$ cat src/rtl/line_raster_if.sv
// line_raster_if: command, pixel stream and status bundle for the line rasteriser.
interface line_raster_if #(parameter int CW = 8);
  logic start, skip_last, abort, pix_valid, pix_ready, busy, done;
  logic [CW-1:0] x0, y0, x1, y1, pix_x, pix_y;
  logic [CW:0] pix_count;
  modport master (output start, skip_last, abort, x0, y0, x1, y1, pix_ready,
                  input pix_x, pix_y, pix_valid, busy, done, pix_count);
  modport slave (input start, skip_last, abort, x0, y0, x1, y1, pix_ready,
                 output pix_x, pix_y, pix_valid, busy, done, pix_count);
endinterface

$ cat src/rtl/line_raster.sv
// line_raster: Bresenham line rasteriser emitting pixels on a valid/ready stream.
module line_raster #(parameter int CW = 8) (
  input logic clk,
  input logic rst_n,
  line_raster_if.slave lr
);
  typedef enum logic [1:0] {IDLE, SETUP, DRAW, FINISH} state_t;
  localparam logic signed [CW+1:0] ZERO = '0;
  state_t state, state_nx;
  logic [CW-1:0] xs, ys, xe, ye, x, y, stepx, stepy, nx, ny;
  logic skip, hs, at_end, nx_end;
  logic [CW:0] count;
  logic signed [CW+1:0] err, e2, dx, dy, nerr;
  always_comb begin
    dx = $signed({2'b00, xs > xe ? xs - xe : xe - xs});
    dy = -$signed({2'b00, ys > ye ? ys - ye : ye - ys});
    stepx = xs < xe ? CW'(1) : '1;
    stepy = ys < ye ? CW'(1) : '1;
    e2 = err <<< 1;
    nerr = err + (e2 >= dy ? dy : ZERO) + (e2 <= dx ? dx : ZERO);
    nx = e2 >= dy ? x + stepx : x;
    ny = e2 <= dx ? y + stepy : y;
    hs = state == DRAW && lr.pix_ready;
    at_end = x == xe && y == ye;
    nx_end = nx == xe && ny == ye;
  end
  always_ff @(posedge clk or negedge rst_n)
    if (!rst_n) state <= IDLE;
    else state <= state_nx;
  always_comb begin
    state_nx = state == IDLE ? (lr.start ? SETUP : IDLE)
      : lr.abort && state != FINISH ? IDLE
      : state == SETUP ? (skip && xs == xe && ys == ye ? FINISH : DRAW)
      : state == DRAW ? (hs && (at_end || (skip && nx_end)) ? FINISH : DRAW)
      : IDLE;
  end
  always_comb begin
    lr.pix_valid = state == DRAW;
    lr.busy = state == SETUP || state == DRAW;
    lr.done = state == FINISH;
  end
  assign lr.pix_x = x;
  assign lr.pix_y = y;
  assign lr.pix_count = count;
  always_ff @(posedge clk or negedge rst_n)
    if (!rst_n) begin
      xs <= '0;
      ys <= '0;
      xe <= '0;
      ye <= '0;
      x <= '0;
      y <= '0;
      err <= '0;
      skip <= 1'b0;
      count <= '0;
    end else begin
      if (state == IDLE && lr.start) begin
        xs <= lr.x0;
        ys <= lr.y0;
        xe <= lr.x1;
        ye <= lr.y1;
        skip <= lr.skip_last;
        count <= '0;
      end
      if (state == SETUP) begin
        x <= xs;
        y <= ys;
        err <= dx + dy;
      end
      if (hs) count <= count + (CW+1)'(1);
      // the endpoint is terminal, so the point is never stepped past it
      if (hs && !at_end) begin
        x <= nx;
        y <= ny;
        err <= nerr;
      end
    end
endmodule

$ cat src/flat_wrapper.sv
// flat-port wrapper written by rule: the top's interface ports become plain ports
module line_raster_flat 
#(parameter int CW = 8)
  (clk, rst_n, lr_start, lr_skip_last, lr_abort, lr_x0, lr_y0, lr_x1, lr_y1, lr_pix_ready, lr_pix_x, lr_pix_y, lr_pix_valid, lr_busy, lr_done, lr_pix_count);
  line_raster_if #(.CW(CW)) lr_i ();
  input logic clk;
  input logic rst_n;
  input wire logic [$bits(lr_i.start)-1:0] lr_start;
  input wire logic [$bits(lr_i.skip_last)-1:0] lr_skip_last;
  input wire logic [$bits(lr_i.abort)-1:0] lr_abort;
  input wire logic [$bits(lr_i.x0)-1:0] lr_x0;
  input wire logic [$bits(lr_i.y0)-1:0] lr_y0;
  input wire logic [$bits(lr_i.x1)-1:0] lr_x1;
  input wire logic [$bits(lr_i.y1)-1:0] lr_y1;
  input wire logic [$bits(lr_i.pix_ready)-1:0] lr_pix_ready;
  output wire logic [$bits(lr_i.pix_x)-1:0] lr_pix_x;
  output wire logic [$bits(lr_i.pix_y)-1:0] lr_pix_y;
  output wire logic [$bits(lr_i.pix_valid)-1:0] lr_pix_valid;
  output wire logic [$bits(lr_i.busy)-1:0] lr_busy;
  output wire logic [$bits(lr_i.done)-1:0] lr_done;
  output wire logic [$bits(lr_i.pix_count)-1:0] lr_pix_count;
  assign lr_i.start = lr_start;
  assign lr_i.skip_last = lr_skip_last;
  assign lr_i.abort = lr_abort;
  assign lr_i.x0 = lr_x0;
  assign lr_i.y0 = lr_y0;
  assign lr_i.x1 = lr_x1;
  assign lr_i.y1 = lr_y1;
  assign lr_i.pix_ready = lr_pix_ready;
  assign lr_pix_x = lr_i.pix_x;
  assign lr_pix_y = lr_i.pix_y;
  assign lr_pix_valid = lr_i.pix_valid;
  assign lr_busy = lr_i.busy;
  assign lr_done = lr_i.done;
  assign lr_pix_count = lr_i.pix_count;
  line_raster #(.CW(CW)) u_core (.clk(clk), .rst_n(rst_n), .lr(lr_i));
endmodule
$ cat config.mk
export PLATFORM = sky130hd
export DESIGN_NAME = line_raster_flat
export DESIGN_NICKNAME = d
export VERILOG_FILES = /design/src/rtl/line_raster_if.sv /design/src/rtl/line_raster.sv /design/src/flat_wrapper.sv
export SDC_FILE = /design/constraint.sdc
export NUM_CORES = 1
export LEC_CHECK = 0
export CAP_MARGIN = 10
export CORE_AREA = 2 2 136 98
export CTS_CLUSTER_SIZE = 14
export DETAILED_ROUTE_END_ITERATION = 10
export DIE_AREA = 0 0 138 100
export HOLD_SLACK_MARGIN = 0.1
export MAX_ROUTING_LAYER = met4
export PLACE_DENSITY = 0.82
export SETUP_SLACK_MARGIN = 0.1
export SLEW_MARGIN = 20
export SYNTH_ARGS = -nofsm -noshare
export SYNTH_HDL_FRONTEND = slang
export SYNTH_SLANG_ARGS = --single-unit
$ cat constraint.sdc
create_clock -name clk -period 10.55 [get_ports clk]
set_clock_uncertainty 0.2 [all_clocks]
set_input_delay 1.5825 -clock clk [delete_from_list [all_inputs] [get_ports clk]]
set_output_delay 1.5825 -clock clk [all_outputs]
set_load 0.03 [all_outputs]
==> reports/results.txt, run 1 <==
placed cell count = 991
vias in the first global route = 5,785
# resized after CTS = 0
M3 GR Usage = 6.39%
placed wire-length estimate = 13,900 microns
crit path DAT = 8600 ps
Core ar. = 0.0127 sq mm
met2 usage = 40.1%
worst skew pair latency = 340 ps
CTS sink count = 69
pin count of the biggest net entering global routing = 70
slowest CP cell = nor4b_1
CTS tree = built
Die W = 138 microns
worst slew pin tran = 1010 ps
busiest layer in global routing = met2
die area = 0.0138 sq mm
FFs w/ async S/R, synth = 100%
row cnt = 35
hold_buf cts = 0
sequential area share after synthesis = 24.8%
RSZ-0062 raised after global routing = no
n_diodes = 0
Syn Nets = 899
ANT nets after route = 0
wire per inst = 18.1 microns
max incr delay on CP = 820 ps
complex-gate fraction of the synthesized area = 19.1%
I/O Buffers = 65
# H-tree levels = 3
DRC Markers = 0
Relative slew margins = 31.6%
Critical Path RT = 10,570 ps
Avg Cell Area, Syn = 8.95 sq um
WS Path Type = register to register
Synth Area in XOR/XNOR = 8.94%
number of max-cap violations = 0
share of layout cells above drive strength 1 = 10.2%
synthesis-to-layout area growth = 15.8%
mux contribution to synthesized area = 10.2%
initial antenna violation count = 0
Synth Area in Simple Gates = 13.3%
max-slew violations = 0
Global Route Usage Sum = 27.5%
Final GP Congestion = 0.952
cts bufs inserted = 9
first-pass GRT wire length = 29,500 microns
Worst Hold Class = register to register
final clock period utilization by the worst path = 81.3%
adder and majority gate portion of the synthesized area = 17.4%
Startpoint Class = register
Final min period = 8580 ps
EDFF count, synth = 0
final WL = 18,200 microns
commonest cells after routing, fill and taps aside = inv_1 (86), dfrtp_1 (69), ha_1 (68), clkdlybuf4s50_1 (64), nand2_1 (53)
FMAX = 117 MHz
Setup Fix Bufs, Post-CTS = 0
largest family of logic cells by synthesized area = compound AO/OA/AOI/OAI gates
CP Max Fanout = 18
CTS root buf = clkbuf_16
Setup crit end kind = register
I/O Pins = 66
warnings from Yosys = 0
Hold Vio Cnt, Final = 0
top_reg_cell synth = dfrtp_1
commonest non-fill, non-tap cell in the layout = inv_1
Synth Register Bits = 69
non-filler cells, final = 1,007
Post-Syn Instances = 777
outcome = finished clean
Total Nets Final = 958
Detailed Route Iter0 Violations = 403
Synth Cell Area = 0.00696 sq mm
routed vias/inst = 5.89
Total Neg Setup Slack = 0 ps
grt ovf = 0
routed via count = 5,934
Setup violations, final = 0
Initial Utilization = 54.8%
met1 Track Usage GR = 38.8%
CTS Buffer Depth = 2
number of iterations in the first detailed-routing pass = 6
post-synthesis cell type count = 74
Die Ht = 100 microns
Worst-path clk slew = 70 ps
-- area by class of cell --
| cell class | instances | area (sq um) |
|---|---|---|
| sequential | 69 | 1730 |
| multi-input combinational | 601 | 4800 |
| clock buffer | 10 | 229 |
| clock inverter | 6 | 93.8 |
| tap | 166 | 208 |
| inverter | 86 | 323 |
| fill | 1013 | 4640 |
| timing repair buffer | 69 | 676 |
-- worst max-delay path, delay by kind of cell, from the launching register on --
family	cells	cell delay, ps
XOR/XNOR	2	290
AND/OR/NAND/NOR	9	2700
adder cells (fa/ha/maj)	4	1630
AO/OA/AOI/OAI	12	3020
buffers and inverters	3	240
flip-flops	1	390
-- per-layer routing --
| metal | vias up | share of wire, % |
|---|---|---|
| met5 | - | 0 |
| met4 | 0 | 1.7 |
| met3 | 37 | 7.7 |
| met2 | 246 | 42 |
| met1 | 2798 | 49 |
| li1 | 2853 | - |
-- kinds of logic after synthesis --
kind of cell / count (synthesis)
compound gates: 188
buf+inv: 107
xor+xnor: 71
mux: 65
flops: 69
fa+ha+maj: 88
simple gates: 189
-- stage by stage --
step | hold WS (ps) | worst slack (ps) | cell area [sq um] | util (%)
final | 301 | 1970 | 8060 | 63.4
after global routing | 319 | 1190 | 8060 | 63.4
after CTS | 298 | 2010 | 8060 | 63.4
after detailed placement | 286 | 2110 | 7730 | 60.9
after global placement | 292 | 2490 | 7730 | 60.9
after floorplan | 302 | 3270 | 6960 | -
-- flip-flops by register name, summed over array words and instances (netlist names) --
register	cells
u_core.ye	8
u_core.lr.pix_x	8
u_core.ys	8
u_core.lr.pix_y	8
u_core.xs	8
u_core.lr.pix_count	9
u_core.xe	8
u_core.state	2
u_core.err	9
u_core.skip	1
-- worst paths after layout --
path,from,to,slack [ps],cells past startpoint
worst max-delay path,u_core.xe[7]$_DFFE_PN0P_,u_core.err[8]$_DFFE_PN0P_,1970,30
worst min register to register,u_core.lr.pix_count[8]$_DFFE_PN0P_,u_core.lr.pix_count[8]$_DFFE_PN0P_,300,1
worst min-delay path,u_core.lr.pix_count[8]$_DFFE_PN0P_,u_core.lr.pix_count[8]$_DFFE_PN0P_,300,1
worst max register to register,u_core.xe[7]$_DFFE_PN0P_,u_core.err[8]$_DFFE_PN0P_,1970,30
min in group asynchronous,rst_n,u_core.lr.pix_count[5]$_DFFE_PN0P_,1260,2
max in group asynchronous,rst_n,u_core.ys[1]$_DFFE_PN0P_,8310,2
-- synthesized netlist by cell type, drive strengths merged (6+ instances only) --
| master | number | area [sq um] |
|---|---|---|
| inv | 86 | 323 |
| dfrtp | 69 | 1730 |
| ha | 68 | 851 |
| nand2 | 55 | 211 |
| a21oi | 54 | 282 |
| xnor2 | 50 | 438 |
| nor2 | 47 | 176 |
| mux2 | 44 | 499 |
| o21ai | 37 | 211 |
| mux2i | 21 | 210 |
| xor2 | 21 | 184 |
| a21o | 17 | 128 |
| fa | 16 | 320 |
| nor3 | 15 | 75.1 |
| a211oi | 13 | 115 |
| clkbuf | 12 | 45.0 |
| and2 | 11 | 68.8 |
| nand2b | 11 | 68.8 |
| nand3 | 10 | 50.1 |
| buf | 9 | 63.8 |
| nand4 | 9 | 56.3 |
| o22ai | 9 | 56.3 |
| o211ai | 8 | 60.1 |
| a31oi | 7 | 65.1 |
| o21bai | 7 | 52.6 |
| or3 | 7 | 48.8 |
| nor2b | 6 | 37.5 |
Power of run 1 is left out: the tool's default activity adds up to more than one toggle a clock period on the data nets, which glitch-free logic cannot reach.
==> run 2, diff against run 1 <==
==> constraint.sdc (replaced) <==
create_clock -name clk -period 8.15 [get_ports clk]
set_clock_uncertainty 0.2 [all_clocks]
set_input_delay 1.2225 -clock clk [delete_from_list [all_inputs] [get_ports clk]]
set_output_delay 1.2225 -clock clk [all_outputs]
set_load 0.03 [all_outputs]
==> reports/results.txt, run 2 (synthesized netlist as in run 1, its figures left out) <==
number of iterations in the first detailed-routing pass = 4
Fillers = 1,027
vias in the first global route = 5,888
Setup crit end kind = register
met2 usage = 41.6%
outcome = finished clean
Relative slew margins = 38.8%
Detailed Route Iter0 Violations = 521
share of layout cells above drive strength 1 = 11.8%
Worst Hold Class = register to register
met1 Track Usage GR = 40.0%
Hold Vio Cnt, Final = 0
crit path from = u_core.ys[0]$_DFFE_PN0P_
Worst-path clk slew = 60 ps
routed via count = 6,114
Final min period = 7410 ps
grt ovf = 0
Die Ht = 100 microns
Global Route Usage Sum = 27.6%
Final GP Congestion = 0.946
Reg2Reg Setup Slack = 740 ps
Initial Utilization = 54.8%
CP Max Fanout = 12
placed wire-length estimate = 13,800 microns
Worst Hold End = u_core.lr.pix_count[6]$_DFFE_PN0P_
DRC Markers = 0
wire per inst = 17.9 microns
CTS sink count = 69
HP Start = u_core.lr.pix_count[6]$_DFFE_PN0P_
Critical path buffers and inverters = 5
cts bufs inserted = 9
n_diodes = 0
FF-to-FF End = u_core.err[8]$_DFFE_PN0P_
busiest layer in global routing = met2
commonest cells after routing, fill and taps aside = inv_1 (86), dfrtp_1 (68), ha_1 (67), clkdlybuf4s50_1 (64), nand2_1 (53)
initial antenna violation count = 0
# H-tree levels = 3
synthesis-to-layout area growth = 16.6%
CTS Buffer Depth = 2
commonest non-fill, non-tap cell in the layout = inv_1
max-slew violations = 0
Die W = 138 microns
hold_buf cts = 0
Total Nets Final = 967
R2R Path Start = u_core.ys[0]$_DFFE_PN0P_
routed vias/inst = 6.02
pin count of the biggest net entering global routing = 70
max incr delay on CP = 470 ps
Critical Path RT = 8180 ps
Total Neg Setup Slack = 0 ps
final clock period utilization by the worst path = 91.0%
number of max-cap violations = 0
I/O Pins = 66
first-pass GRT wire length = 30,000 microns
row cnt = 35
ANT nets after route = 0
FMAX = 135 MHz
crit path DAT = 7440 ps
final WL = 18,200 microns
R2R depth = 35
Core ar. = 0.0127 sq mm
die area = 0.0138 sq mm
I/O Buffers = 65
worst skew pair latency = 340 ps
delay-heaviest family, CP = compound AO/OA/AOI/OAI gates
worst slew pin tran = 918 ps
WS Path Type = register to register
Setup violations, final = 0
Startpoint Class = register
CTS root buf = clkbuf_16
RSZ-0062 raised after global routing = no
hold depth = 1
M3 GR Usage = 3.86%
slowest CP cell = or4_4
CTS tree = built
[run 2: through the flow]
stage               cells  util [%]  instance area [sq um]  hold slack [ps]  setup WS (ps)
global route         1016      63.9                   8110              356            136
floorplan             777         -                   6960              302            869
global placement      996      61.2                   7770              297            599
CTS                  1012      63.4                   8050              320            313
detailed placement    996      61.2                   7770              296            351
finish               1016      63.9                   8110              324            737
[run 2: cell type report]
cell class              count  area, sq um  area share, %
repair buffers             78          743           9.17
clock inverters             6         43.8          0.540
inverters                  86          323           3.98
clock buffers              10          239           2.95
flip-flops and latches     69         1730           21.3
well taps                 166          208           2.56
multi-input cells         601         4820           59.5
[run 2: how the worst max path moves through the flow]
stage / depth (start not counted) / endpoint
after global routing: 35 / u_core.err[8]$_DFFE_PN0P_
after global placement: 33 / u_core.err[8]$_DFFE_PN0P_
after detailed placement: 33 / u_core.err[8]$_DFFE_PN0P_
final: 35 / u_core.err[8]$_DFFE_PN0P_
after floorplan: 36 / u_core.err[8]$_DFFE_PN0P_
after CTS: 33 / u_core.err[8]$_DFFE_PN0P_
[run 2: per-layer routing]
metal | vias to the layer above | part of all wire (%)
li1 | 2876 | -
met1 | 2976 | 49
met2 | 246 | 43
met3 | 16 | 7.3
met4 | 0 | 0.81
met5 | - | 0
[run 2: repair_timing]
action / 4_1_cts / 5_1_grt
endpoints found under the setup margin: 0 / 2
buffers inserted: 0 / 4
resized for setup: 0 / 6
Power of run 2 is left out for the same reason.
==> run 3, diff against run 2 <==
--- a/config.mk
+++ b/config.mk
@@ -5,6 +5,7 @@
 export SDC_FILE = /design/constraint.sdc
 export NUM_CORES = 1
 export LEC_CHECK = 0
+export ABC_AREA = 0
 export CAP_MARGIN = 10
 export CORE_AREA = 2 2 136 98
 export CTS_CLUSTER_SIZE = 14
==> results of run 3 <==
Same layout as run 2: the final DEF is identical, and so are final timing and power.
Power of run 3 is left out for the same reason.
